**src/rtl/knight_pkg.sv**
```systemverilog
// Shared definitions for the Knight remote-command sequencer: FSM encoding,
// acknowledge code and the command words used to program the replay queue.
package knight_pkg;

   typedef enum logic [2:0] {
      ST_IDLE      = 3'd0,
      ST_LOAD      = 3'd1,
      ST_SEND      = 3'd2,
      ST_WAIT_SENT = 3'd3,
      ST_WAIT_RESP = 3'd4,
      ST_CHECK     = 3'd5,
      ST_DONE      = 3'd6
   } seq_state_t;

   localparam logic [7:0]  COMM_COMPLETE = 8'hA5;

   localparam logic [15:0] CALIBRATE     = 16'h2000;
   localparam logic [15:0] MOVE_NORTH    = 16'h4001;
   localparam logic [15:0] MOVE_EAST     = 16'h4102;
   localparam logic [15:0] MOVE_SOUTH    = 16'h4203;
   localparam logic [15:0] MOVE_WEST     = 16'h4304;

   // Replay is in progress in every state other than the two resting states.
   function automatic logic state_busy(input seq_state_t s);
      return (s != ST_IDLE) && (s != ST_DONE);
   endfunction

endpackage

```
**src/rtl/cmd_fifo.sv**
```systemverilog
// Circular command queue with wrap-bit pointers; pushes while full and pops
// while empty are dropped.
module cmd_fifo #(
   parameter int DEPTH = 8,
   parameter int W     = 16
) (
   input  logic         clk,
   input  logic         rst_n,
   input  logic         push_i,
   input  logic         pop_i,
   input  logic [W-1:0] din_i,
   output logic [W-1:0] dout_o,
   output logic         full_o,
   output logic         empty_o
);

   localparam int AW = $clog2(DEPTH);
   localparam logic [AW:0] PTR_ONE = {{AW{1'b0}}, 1'b1};

   logic [AW:0]  wr_ptr_q, wr_ptr_d;
   logic [AW:0]  rd_ptr_q, rd_ptr_d;
   logic [W-1:0] mem_q [DEPTH];
   logic         do_push_s;
   logic         do_pop_s;

   assign full_o    = (wr_ptr_q[AW] != rd_ptr_q[AW]) &&
                      (wr_ptr_q[AW-1:0] == rd_ptr_q[AW-1:0]);
   assign empty_o   = (wr_ptr_q == rd_ptr_q);
   assign do_push_s = push_i && !full_o;
   assign do_pop_s  = pop_i && !empty_o;
   assign dout_o    = mem_q[rd_ptr_q[AW-1:0]];

   // Pointer advance
   always_comb begin
      wr_ptr_d = do_push_s ? (wr_ptr_q + PTR_ONE) : wr_ptr_q;
      rd_ptr_d = do_pop_s  ? (rd_ptr_q + PTR_ONE) : rd_ptr_q;
   end

   // Pointer registers; reset empties the queue
   always_ff @(posedge clk or negedge rst_n) begin
      if (!rst_n) begin
         wr_ptr_q <= '0;
         rd_ptr_q <= '0;
      end else begin
         wr_ptr_q <= wr_ptr_d;
         rd_ptr_q <= rd_ptr_d;
      end
   end

   // Storage array, no reset needed since the pointers gate visibility
   always_ff @(posedge clk) begin
      if (do_push_s) begin
         mem_q[wr_ptr_q[AW-1:0]] <= din_i;
      end
   end

endmodule

```
**src/rtl/remote_cmd_seq.sv**
```systemverilog
// Replays queued Knight commands through the RemoteComm send/ack handshake,
// timing out each wait phase and tallying acknowledged commands.
module remote_cmd_seq
   import knight_pkg::*;
#(
   parameter int                DEPTH        = 8,
   parameter int                CMD_W        = 16,
   parameter int                RESP_W       = 8,
   parameter int                TIMEOUT_CLKS = 1000000,
   parameter logic [RESP_W-1:0] EXP_RESP     = COMM_COMPLETE
) (
   input  logic                       clk,
   input  logic                       rst_n,
   input  logic                       wr_en_i,
   input  logic [CMD_W-1:0]           wr_cmd_i,
   output logic                       full_o,
   input  logic                       start_i,
   input  logic                       stop_on_err_i,
   output logic [CMD_W-1:0]           cmd_o,
   output logic                       send_cmd_o,
   input  logic                       cmd_sent_i,
   input  logic [RESP_W-1:0]          resp_i,
   input  logic                       resp_rdy_i,
   output logic                       clr_rx_rdy_o,
   output logic                       busy_o,
   output logic                       done_o,
   output logic                       err_timeout_o,
   output logic                       err_resp_o,
   output logic [$clog2(DEPTH)-1:0]   fail_idx_o,
   output logic [$clog2(DEPTH+1)-1:0] pass_cnt_o
);

   localparam int IW = $clog2(DEPTH);
   localparam int CW = $clog2(DEPTH + 1);
   localparam int TW = (TIMEOUT_CLKS > 1) ? $clog2(TIMEOUT_CLKS) : 1;
   localparam logic [TW-1:0] T_LAST   = TW'(TIMEOUT_CLKS - 1);
   localparam logic [TW-1:0] T_ONE    = TW'(1);
   localparam logic [IW-1:0] IDX_ONE  = IW'(1);
   localparam logic [CW-1:0] PASS_ONE = CW'(1);
   localparam logic [CW-1:0] PASS_MAX = CW'(DEPTH);

   seq_state_t        state_q, state_d;
   logic [CMD_W-1:0]  cmd_q, cmd_d;
   logic              send_cmd_q, send_cmd_d;
   logic              clr_rx_rdy_q, clr_rx_rdy_d;
   logic              busy_q, done_q;
   logic              err_timeout_q, err_timeout_d;
   logic              err_resp_q, err_resp_d;
   logic [IW-1:0]     fail_idx_q, fail_idx_d;
   logic [CW-1:0]     pass_cnt_q, pass_cnt_d;
   logic [IW-1:0]     idx_q, idx_d;
   logic [TW-1:0]     timer_q, timer_d;
   logic [RESP_W-1:0] resp_q, resp_d;

   logic              pop_s;
   logic [CMD_W-1:0]  fifo_dout_s;
   logic              fifo_empty_s;
   logic              first_err_s;
   logic              err_cont_s;
   logic [TW-1:0]     timer_inc_s;

   cmd_fifo #(
      .DEPTH (DEPTH),
      .W     (CMD_W)
   ) u_fifo (
      .clk     (clk),
      .rst_n   (rst_n),
      .push_i  (wr_en_i),
      .pop_i   (pop_s),
      .din_i   (wr_cmd_i),
      .dout_o  (fifo_dout_s),
      .full_o  (full_o),
      .empty_o (fifo_empty_s)
   );

   // Only the first error of a replay records its index; err_cont_s says an
   // error may move on to the next queued command.
   assign first_err_s = !err_timeout_q && !err_resp_q;
   assign err_cont_s  = !stop_on_err_i && !fifo_empty_s;
   assign timer_inc_s = (timer_q == T_LAST) ? timer_q : (timer_q + T_ONE);

   // Sequencer next-state logic
   always_comb begin
      state_d       = state_q;
      cmd_d         = cmd_q;
      send_cmd_d    = 1'b0;
      clr_rx_rdy_d  = 1'b0;
      err_timeout_d = err_timeout_q;
      err_resp_d    = err_resp_q;
      fail_idx_d    = fail_idx_q;
      pass_cnt_d    = pass_cnt_q;
      idx_d         = idx_q;
      timer_d       = timer_q;
      resp_d        = resp_q;
      pop_s         = 1'b0;
      case (state_q)
         ST_IDLE, ST_DONE: begin
            if (start_i) begin
               err_timeout_d = 1'b0;
               err_resp_d    = 1'b0;
               fail_idx_d    = '0;
               pass_cnt_d    = '0;
               idx_d         = '0;
               state_d       = fifo_empty_s ? ST_DONE : ST_LOAD;
            end else begin
               state_d = state_q;
            end
         end
         ST_LOAD: begin
            pop_s      = 1'b1;
            cmd_d      = fifo_dout_s;
            send_cmd_d = 1'b1;
            state_d    = ST_SEND;
         end
         ST_SEND: begin
            timer_d = '0;
            state_d = ST_WAIT_SENT;
         end
         ST_WAIT_SENT, ST_WAIT_RESP: begin
            if ((state_q == ST_WAIT_SENT) && cmd_sent_i) begin
               timer_d = '0;
               state_d = ST_WAIT_RESP;
            end else if ((state_q == ST_WAIT_RESP) && resp_rdy_i) begin
               resp_d       = resp_i;
               clr_rx_rdy_d = 1'b1;
               state_d      = ST_CHECK;
            end else if (timer_q == T_LAST) begin
               err_timeout_d = 1'b1;
               fail_idx_d    = first_err_s ? idx_q : fail_idx_q;
               idx_d         = err_cont_s ? (idx_q + IDX_ONE) : idx_q;
               state_d       = err_cont_s ? ST_LOAD : ST_DONE;
            end else begin
               timer_d = timer_inc_s;
            end
         end
         ST_CHECK: begin
            if (resp_q == EXP_RESP) begin
               pass_cnt_d = (pass_cnt_q == PASS_MAX) ? pass_cnt_q : (pass_cnt_q + PASS_ONE);
               idx_d      = fifo_empty_s ? idx_q : (idx_q + IDX_ONE);
               state_d    = fifo_empty_s ? ST_DONE : ST_LOAD;
            end else begin
               err_resp_d = 1'b1;
               fail_idx_d = first_err_s ? idx_q : fail_idx_q;
               idx_d      = err_cont_s ? (idx_q + IDX_ONE) : idx_q;
               state_d    = err_cont_s ? ST_LOAD : ST_DONE;
            end
         end
         default: begin
            state_d = ST_IDLE;
         end
      endcase
   end

   // State, datapath and registered status outputs
   always_ff @(posedge clk or negedge rst_n) begin
      if (!rst_n) begin
         state_q       <= ST_IDLE;
         cmd_q         <= '0;
         send_cmd_q    <= 1'b0;
         clr_rx_rdy_q  <= 1'b0;
         busy_q        <= 1'b0;
         done_q        <= 1'b0;
         err_timeout_q <= 1'b0;
         err_resp_q    <= 1'b0;
         fail_idx_q    <= '0;
         pass_cnt_q    <= '0;
         idx_q         <= '0;
         timer_q       <= '0;
         resp_q        <= '0;
      end else begin
         state_q       <= state_d;
         cmd_q         <= cmd_d;
         send_cmd_q    <= send_cmd_d;
         clr_rx_rdy_q  <= clr_rx_rdy_d;
         busy_q        <= state_busy(state_d);
         done_q        <= (state_d == ST_DONE);
         err_timeout_q <= err_timeout_d;
         err_resp_q    <= err_resp_d;
         fail_idx_q    <= fail_idx_d;
         pass_cnt_q    <= pass_cnt_d;
         idx_q         <= idx_d;
         timer_q       <= timer_d;
         resp_q        <= resp_d;
      end
   end

   assign cmd_o         = cmd_q;
   assign send_cmd_o    = send_cmd_q;
   assign clr_rx_rdy_o  = clr_rx_rdy_q;
   assign busy_o        = busy_q;
   assign done_o        = done_q;
   assign err_timeout_o = err_timeout_q;
   assign err_resp_o    = err_resp_q;
   assign fail_idx_o    = fail_idx_q;
   assign pass_cnt_o    = pass_cnt_q;

endmodule

```
**config.mk**
```make
export PLATFORM = sky130hd
export DESIGN_NAME = remote_cmd_seq
export DESIGN_NICKNAME = d
export VERILOG_FILES = /design/src/rtl/knight_pkg.sv /design/src/rtl/cmd_fifo.sv /design/src/rtl/remote_cmd_seq.sv
export SDC_FILE = /design/constraint.sdc
export NUM_CORES = 1
export LEC_CHECK = 0
export CAP_MARGIN = 5
export CORE_MARGIN = 2
export CORE_UTILIZATION = 24
export DETAILED_ROUTE_END_ITERATION = 16
export SETUP_SLACK_MARGIN = 0.15
export SLEW_MARGIN = 20
export SYNTH_ARGS = -nofsm -noshare
export SYNTH_HDL_FRONTEND = slang
export SYNTH_HIERARCHICAL = 1
export SYNTH_SLANG_ARGS = --single-unit
```
**constraint.sdc**
```tcl
create_clock -name clk -period 8.8 [get_ports clk]
set_input_delay 1.32 -clock clk [delete_from_list [all_inputs] [get_ports clk]]
set_output_delay 1.32 -clock clk [all_outputs]
set_load 0.03 [all_outputs]
```
==> summary.md, run 1 <==
| Metric | Value |
|---|---|
| Critical path endpoint category | `output port` |
| Buffers on Ports | `60` |
| Slowest cell delay on critical path | `approximately 0.8 ns` |
| Share of layout cells above drive strength 1 | `roughly 22%` |
| Final Routed Wirelength | `approximately 18,000 um` |
| Critical Path Source Type | `flip-flop` |
| Count leader, synth | `sky130_fd_sc_hd__edfxtp_1` |
| Worst setup path endpoint | `full_o` |
| Count of inserted antenna diode cells | `0` |
| Tcrit/Tclk final | `50.1%` |
| Post-route clock skew | `approximately 0.018 ns` |
| Number of nets produced by synthesis | `about 590` |
| Library cell contributing the largest single delay on the critical path | `sky130_fd_sc_hd__clkdlybuf4s50_1` |
| Post-CTS setup buffer count | `0` |
| # setup viols final | `0` |
| Crit-path max FO | `37` |
| Die height | `194 um` |
| Max H-tree Level | `4` |
| Number of maximum-capacitance violations | `0` |
| Seq/Total Area, Yosys | `~65%` |
| Routability congestion estimate | `0.762` |
| Final antenna-violating net count | `0` |
| Number of vias per cell after detailed routing | `roughly 4.6` |
| Estimated wirelength of the detail-placed design | `11,500 um` |
| Starting utilization of the core area | `between 20% and 30%` |
| Unique cell type count in the Yosys netlist | `73` |
| Layout Area Growth over Synthesis | `20.5%` |
| Drt first-iter violations | `around 370` |
| Number of clock buffers inserted by TritonCTS | `17` |
| Crit Reg-Reg Endpoint | `busy_o` |
| Critical Setup Path Class | `flip-flop to output port` |
| Clock tree from TritonCTS | `yes` |
| DR WL/cell | `~17 um` |
| Average footprint of a synthesized cell | `approximately 16 sq um` |
| Source of the worst register-to-register timing path | `u_fifo/rd_ptr_q[0]` |
| Cell-by-cell trace of the critical path | `buf_4, xor2_2, nor4_4, clkdlybuf4s50_1` |
| Area share of the largest cell type after synthesis | `about 44%` |
| Full die area | `37,800 sq um` |
| Most common library cells after synthesis | `sky130_fd_sc_hd__edfxtp_1, sky130_fd_sc_hd__dfrtp_1, sky130_fd_sc_hd__mux2_2` |
| Register-to-register setup slack | `around 5.7 ns` |
| Synthesized area | `8700 sq um` |
| Arrival time reported for the critical path endpoint | `slightly above 3 ns` |
| Run status | `complete, but fails checks` |
| Number of hold-repair buffers added at the cts stage | `0` |
| Final Hold Vio Count | `0` |
| Critical path data required time | `approximately 7.5 ns` |
| CTS Sinks | `199` |
| Setup TNS | `0 ns` |
| Post-layout min period | `between 4 and 5 ns` |
| Syn Inst Count | `548` |
| Number of global-route vias before repair | `a little under 5,000` |
| Routed vias | `about 5,000` |
| Count of state elements after synthesis | `199` |
| Leakage power total | `approximately 3.6 nW` |
| Area post-placement | `between 9000 and 10,000 sq um` |
| Share of flip-flops with an asynchronous set or reset after synthesis | `between 30 and 40%` |
| Overflow after GRT | `0` |
| Number of remaining DRC errors | `2` |
| Synth top area cells | `sky130_fd_sc_hd__edfxtp_1, sky130_fd_sc_hd__dfrtp_1, sky130_fd_sc_hd__mux4_2, sky130_fd_sc_hd__mux2_2, sky130_fd_sc_hd__mux4_1` |
| Unrepaired setup endpoints after global routing | `false` |
| All-Layer GR Usage | `10.2%` |
| Die outline width | `194 um` |
| Wire length of the first global-routing pass | `~30,000 um` |
| Maximum operating frequency | `227 MHz` |
| Slew headroom | `between 40% and 50%` |
| Crit. Startpoint | `u_fifo/rd_ptr_q[0]` |
| Clock Latency Late Sink | `about 0.45 ns` |
| Final design area excluding fillers | `roughly 10,000 sq um` |
| Warning count from the yosys run | `6` |
| Placeable core region | `35,700 sq um` |
| Type of the most critical hold path | `flip-flop to flip-flop` |
| Worst reg-to-reg path cell count | `8` |
| EDFF count, synth | `between 100 and 150` |
| PD cells | `~320 nW/um^2` |
| Clock transition at the registers of the reported paths | `~0.070 ns` |
| Worst-margin pin slew | `a little over 0.8 ns` |
| Antenna violations before repair | `1` |
| Number of slew-limit violations in the final report | `0` |
| Resized cells post-CTS | `0` |
| Failing checks | `DRC` |
| First-pass iteration count of the detailed router | `10` |
| Pin count of the biggest net entering global routing | `39` |
| FP Rows | `slightly below 70` |
| VDD IR max | `around 0.16 mV` |
| Net total in the final layout | `approximately 650` |
| Library cell occupying the most area in the post-synthesis netlist | `sky130_fd_sc_hd__edfxtp_1` |
| Root buf cell | `sky130_fd_sc_hd__clkbuf_16` |
| Max Root-Sink Buffers | `2` |
| Top FF cell, synth | `sky130_fd_sc_hd__edfxtp_1` |
| Number of top-level pins | `61` |
[worst min path at each step]
stage	start	to	cells past startpoint
after CTS	idx_q[2]	idx_q[2]	1
final	idx_q[2]	idx_q[2]	1
after detailed placement	idx_q[2]	idx_q[2]	1
after global placement	idx_q[2]	idx_q[2]	1
after floorplan	idx_q[2]	idx_q[2]	1
after global routing	idx_q[2]	idx_q[2]	1
[cell usage in the layout, fill, tap and decap left out, drive strengths merged, types with 3 or more instances in the layout]
master / synthesis / routed
edfxtp: 128 / 128
dfrtp: 71 / 71
clkdlybuf4s50: 0 / 59
mux2: 44 / 44
mux4: 32 / 32
nor2: 27 / 27
a21oi: 21 / 21
nand2: 20 / 20
inv: 14 / 20
clkbuf: 6 / 18
xnor2: 15 / 15
buf: 20 / 15
o21ai: 10 / 10
nand4: 9 / 9
a211oi: 8 / 8
or4: 8 / 8
nand3: 8 / 8
nor4: 8 / 8
or3: 7 / 7
xor2: 7 / 7
nor2b: 6 / 6
o31ai: 6 / 6
ha: 6 / 6
clkinv: 0 / 6
nor4b: 5 / 5
and3: 4 / 4
nand2b: 4 / 4
a2111oi: 4 / 4
a31oi: 3 / 3
o21a: 3 / 3
mux2i: 3 / 3
o22ai: 3 / 3
a41oi: 3 / 3
nor3: 3 / 3
[stage by stage]
step | setup WS, ns | hold WS [ns] | power, mW | util [%] | instances
5_1_grt | 4.18 | 0.513 | 3.54 | 29.4 | 1089
6_report | 4.39 | 0.489 | 3.35 | 29.4 | 1089
3_5_place_dp | 4.77 | 0.479 | 2.60 | 27.7 | 1057
4_1_cts | 4.27 | 0.490 | 3.39 | 29.4 | 1089
3_3_place_gp | 4.80 | 0.474 | 2.58 | 27.7 | 1057
2_1_floorplan | 5.21 | 0.443 | 2.22 | - | 548
[routing by layer]
layer | part of all wire (%) | routed length [um] | track usage [%] | up-vias
met5 | 0.065 | 12 | 0 | -
met4 | 0.83 | 153 | 2.74 | 2
met3 | 4.3 | 802 | 2.93 | 16
met1 | 46 | 8580 | 13.7 | 2592
met2 | 48 | 8940 | 16.3 | 102
li1 | - | - | - | 2301
[state kept, by name, indices dropped and copies added (netlist names)]
| name | flops |
|---|---|
| fail_idx_o | 3 |
| timer_q | 20 |
| u_fifo/mem_q | 128 |
| u_fifo/rd_ptr_q | 4 |
| send_cmd_o | 1 |
| state_q | 3 |
| err_timeout_o | 1 |
| u_fifo/wr_ptr_q | 4 |
| done_o | 1 |
| resp_q | 8 |
| busy_o | 1 |
| pass_cnt_o | 4 |
| clr_rx_rdy_o | 1 |
| idx_q | 3 |
| cmd_o | 16 |
| err_resp_o | 1 |
[logic make-up (layout without fill, tap and decap cells)]
| logic type | Yosys count | after routing | synth area share, % |
|---|---|---|---|
| AND/OR/NAND/NOR | 123 | 123 | 8.41 |
| flip-flops | 199 | 199 | 64.6 |
| multiplexers | 79 | 79 | 14.7 |
| buffers and inverters | 40 | 120 | 2.34 |
| XOR/XNOR | 22 | 22 | 2.60 |
| AO/OA/AOI/OAI | 79 | 79 | 6.46 |
| adder cells (fa/ha/maj) | 6 | 6 | 0.863 |
[power breakdown]
group,switching (mW),internal [mW],total (mW)
Sequential,0.130,1.20,1.33
Combinational,0.680,0.551,1.23
Clock,0.375,0.412,0.787
[cell type report]
cell class	instances	area (sq um)
fill	3531	25200
sequential	199	5620
multi-input combinational	309	2930
timing repair buffer	74	703
tap	461	577
clock buffer	18	439
clock inverter	14	160
inverter	14	52.6
[critical path: cells and delay by family (launching register included)]
family / cells / cell delay [ns]
xor+xnor: 1 / 0.27
buf+inv: 2 / 1.38
flops: 1 / 0.34
simple gates: 1 / 0.65
(Power assumes the default switching activity.)
==> run 2: changes to the inputs <==
clock period = 3.87 ns   (was 8.8 ns; I/O delays follow)
==> run 2 against run 1 <==
Against the previous run:
- the flow still finishes with violations (DRC)
- routed wire length is 1.4% higher
- global-route usage hardly changed
- die area stayed put
- worst setup slack worse by 3.7 ns
- combinational power is 130% higher
- largest cell class unchanged
- highest routed layer unchanged
==> summary.md, run 2 (synthesis gave the netlist of run 1 again) <==
| Metric | Value |
|---|---|
| Run status | `complete, but fails checks` |
| Failing checks | `DRC` |
| Routability congestion estimate | `around 0.76` |
| First-pass iteration count of the detailed router | `10` |
| Register-to-register setup slack | `approximately 1.1 ns` |
| Share of layout cells above drive strength 1 | `between 20% and 30%` |
| Final design utilization | `29.4%` |
| Number of top-level pins | `61` |
| Most common cell after layout, fill and taps aside | `sky130_fd_sc_hd__edfxtp_1` |
| Root buf cell | `sky130_fd_sc_hd__clkbuf_16` |
| Number of global-route vias before repair | `roughly 5,100` |
| Final Routed Wirelength | `about 19,000 um` |
| Worst reg-to-reg path cell count | `6` |
| Commonest cells after routing, fill and taps aside | `sky130_fd_sc_hd__edfxtp_1, sky130_fd_sc_hd__dfrtp_1, sky130_fd_sc_hd__clkdlybuf4s50_1` |
| Number of maximum-capacitance violations | `0` |
| Final Hold Vio Count | `0` |
| Starting utilization of the core area | `24.4%` |
| Crit. Startpoint | `u_fifo/wr_ptr_q[1]` |
| Overflow after GRT | `0` |
| Net total in the final layout | `around 650` |
| Critical path endpoint category | `output port` |
| Critical path data required time | `3.29 ns` |
| All-Layer GR Usage | `approximately a tenth` |
| Slew headroom | `a little under half` |
| VDD IR max | `around 0.61 mV` |
| Tcrit/Tclk final | `between 80% and 90%` |
| # setup viols final | `0` |
| Max H-tree Level | `4` |
| Unrepaired setup endpoints after global routing | `false` |
| Leakage power total | `approximately 3.6 nW` |
| Cell-by-cell trace of the critical path | `xor2_4, nor4_4, buf_4, clkdlybuf4s50_1` |
| Routed vias | `about 4,900` |
| Drt first-iter violations | `between 300 and 400` |
| Crit-path max FO | `12` |
| Slowest cell delay on critical path | `roughly 0.7 ns` |
| Resized cells post-CTS | `0` |
| Post-route total power | `between 7 and 8 mW` |
| Clock tree from TritonCTS | `yes` |
| Full die area | `37,800 sq um` |
| Post-route clock skew | `approximately 0.0066 ns` |
| Die outline width | `between 150 and 200 um` |
| DR WL/cell | `between 15 and 20 um` |
| Buffers on Ports | `60` |
| Source of the worst register-to-register timing path | `state_q[1]` |
| Number of clock buffers inserted by TritonCTS | `17` |
| Pin count of the biggest net entering global routing | `52` |
| Estimated wirelength of the detail-placed design | `roughly 12,000 um` |
| Clock Latency Late Sink | `about 0.43 ns` |
| Library cell contributing the largest single delay on the critical path | `sky130_fd_sc_hd__clkdlybuf4s50_1` |
| Number of slew-limit violations in the final report | `0` |
| Count of inserted antenna diode cells | `0` |
| CTS Sinks | `199` |
| Crit Reg-Reg Endpoint | `busy_o` |
| Flip-flop count of the largest register, all copies and words added | `between 100 and 150` |
| Antenna violations before repair | `1` |
| Number of remaining DRC errors | `2` |
| Clock transition at the registers of the reported paths | `approximately 0.070 ns` |
| Worst setup path endpoint | `full_o` |
| Die height | `194 um` |
| Critical Setup Path Class | `flip-flop to output port` |
| Maximum operating frequency | `between 300 and 400 MHz` |
| Number of hold-repair buffers added at the cts stage | `0` |
| Arrival time reported for the critical path endpoint | `2.56 ns` |
| Final antenna-violating net count | `0` |
| Worst-margin pin slew | `a little under 0.8 ns` |
| Placeable core region | `~36,000 sq um` |
| FP Rows | `just under 70` |
| PD cells | `727 nW/um^2` |
| Number of vias per cell after detailed routing | `4.51` |
| Post-CTS setup buffer count | `0` |
| Setup TNS | `0 ns` |
| Type of the most critical hold path | `input port to asynchronous set/reset pin` |
| Max Root-Sink Buffers | `2` |
| Critical Path Source Type | `flip-flop` |
| Wire length of the first global-routing pass | `roughly 30,000 um` |
| Post-layout min period | `about 3.1 ns` |
| Layout Area Growth over Synthesis | `20.5%` |
## run 2: changes by cell type in the layout (fill, tap and decap cells not counted), sizes merged
| cell | previous run | this run |
|---|---|---|
| buf | 15 | 17 |
| bufinv | 1 | 2 |
| clkbuf | 18 | 22 |
| clkinv | 6 | 1 |
| clkinvlp | 1 | 2 |
| inv | 20 | 19 |
## run 2: metrics by stage
stage	instances	worst slack [ns]	instance area [sq um]	hold slack, ns
2_1_floorplan	548	0.624	8700	0.285
3_3_place_gp	1059	0.971	9900	0.477
3_5_place_dp	1059	0.902	9900	0.484
4_1_cts	1091	0.667	10500	0.231
5_1_grt	1091	0.590	10500	0.271
6_report	1091	0.729	10500	0.212
## run 2: metal layers
metal	track usage (%)	vias up	share of wire [%]
li1	-	2307	-
met1	13.4	2520	47
met2	17.0	79	48
met3	2.92	10	4.0
met4	2.14	2	0.53
met5	0	-	0.069
## run 2: final cells by class
type,count,area [sq um]
fill,3547,25200
sequential,199,5620
multi-input combinational,309,2930
timing repair buffer,76,718
tap,461,577
clock buffer,22,454
clock inverter,10,133
inverter,14,52.6
## run 2: worst min-delay path by stage
| stage | start | end | cells after the start | slack, ns |
|---|---|---|---|---|
| 6_report | rst_n | fail_idx_o[0] | 1 | 0.21 |
| 5_1_grt | rst_n | fail_idx_o[0] | 1 | 0.27 |
| 4_1_cts | rst_n | fail_idx_o[1] | 1 | 0.23 |
| 3_5_place_dp | idx_q[2] | idx_q[2] | 1 | 0.48 |
| 3_3_place_gp | fail_idx_o[1] | fail_idx_o[1] | 1 | 0.48 |
| 2_1_floorplan | rst_n | busy_o | 0 | 0.28 |
## run 2: where the power goes
group	internal, mW	switching [mW]
logic	1.27	1.53
clock network	0.988	0.806
registers	2.72	0.304
## run 2: critical path, delay by kind of cell, from the launching register on
family,cells,cell delay (ns)
XOR/XNOR,1,0.19
AND/OR/NAND/NOR,1,0.30
flip-flops,1,0.69
buffers and inverters,2,0.94
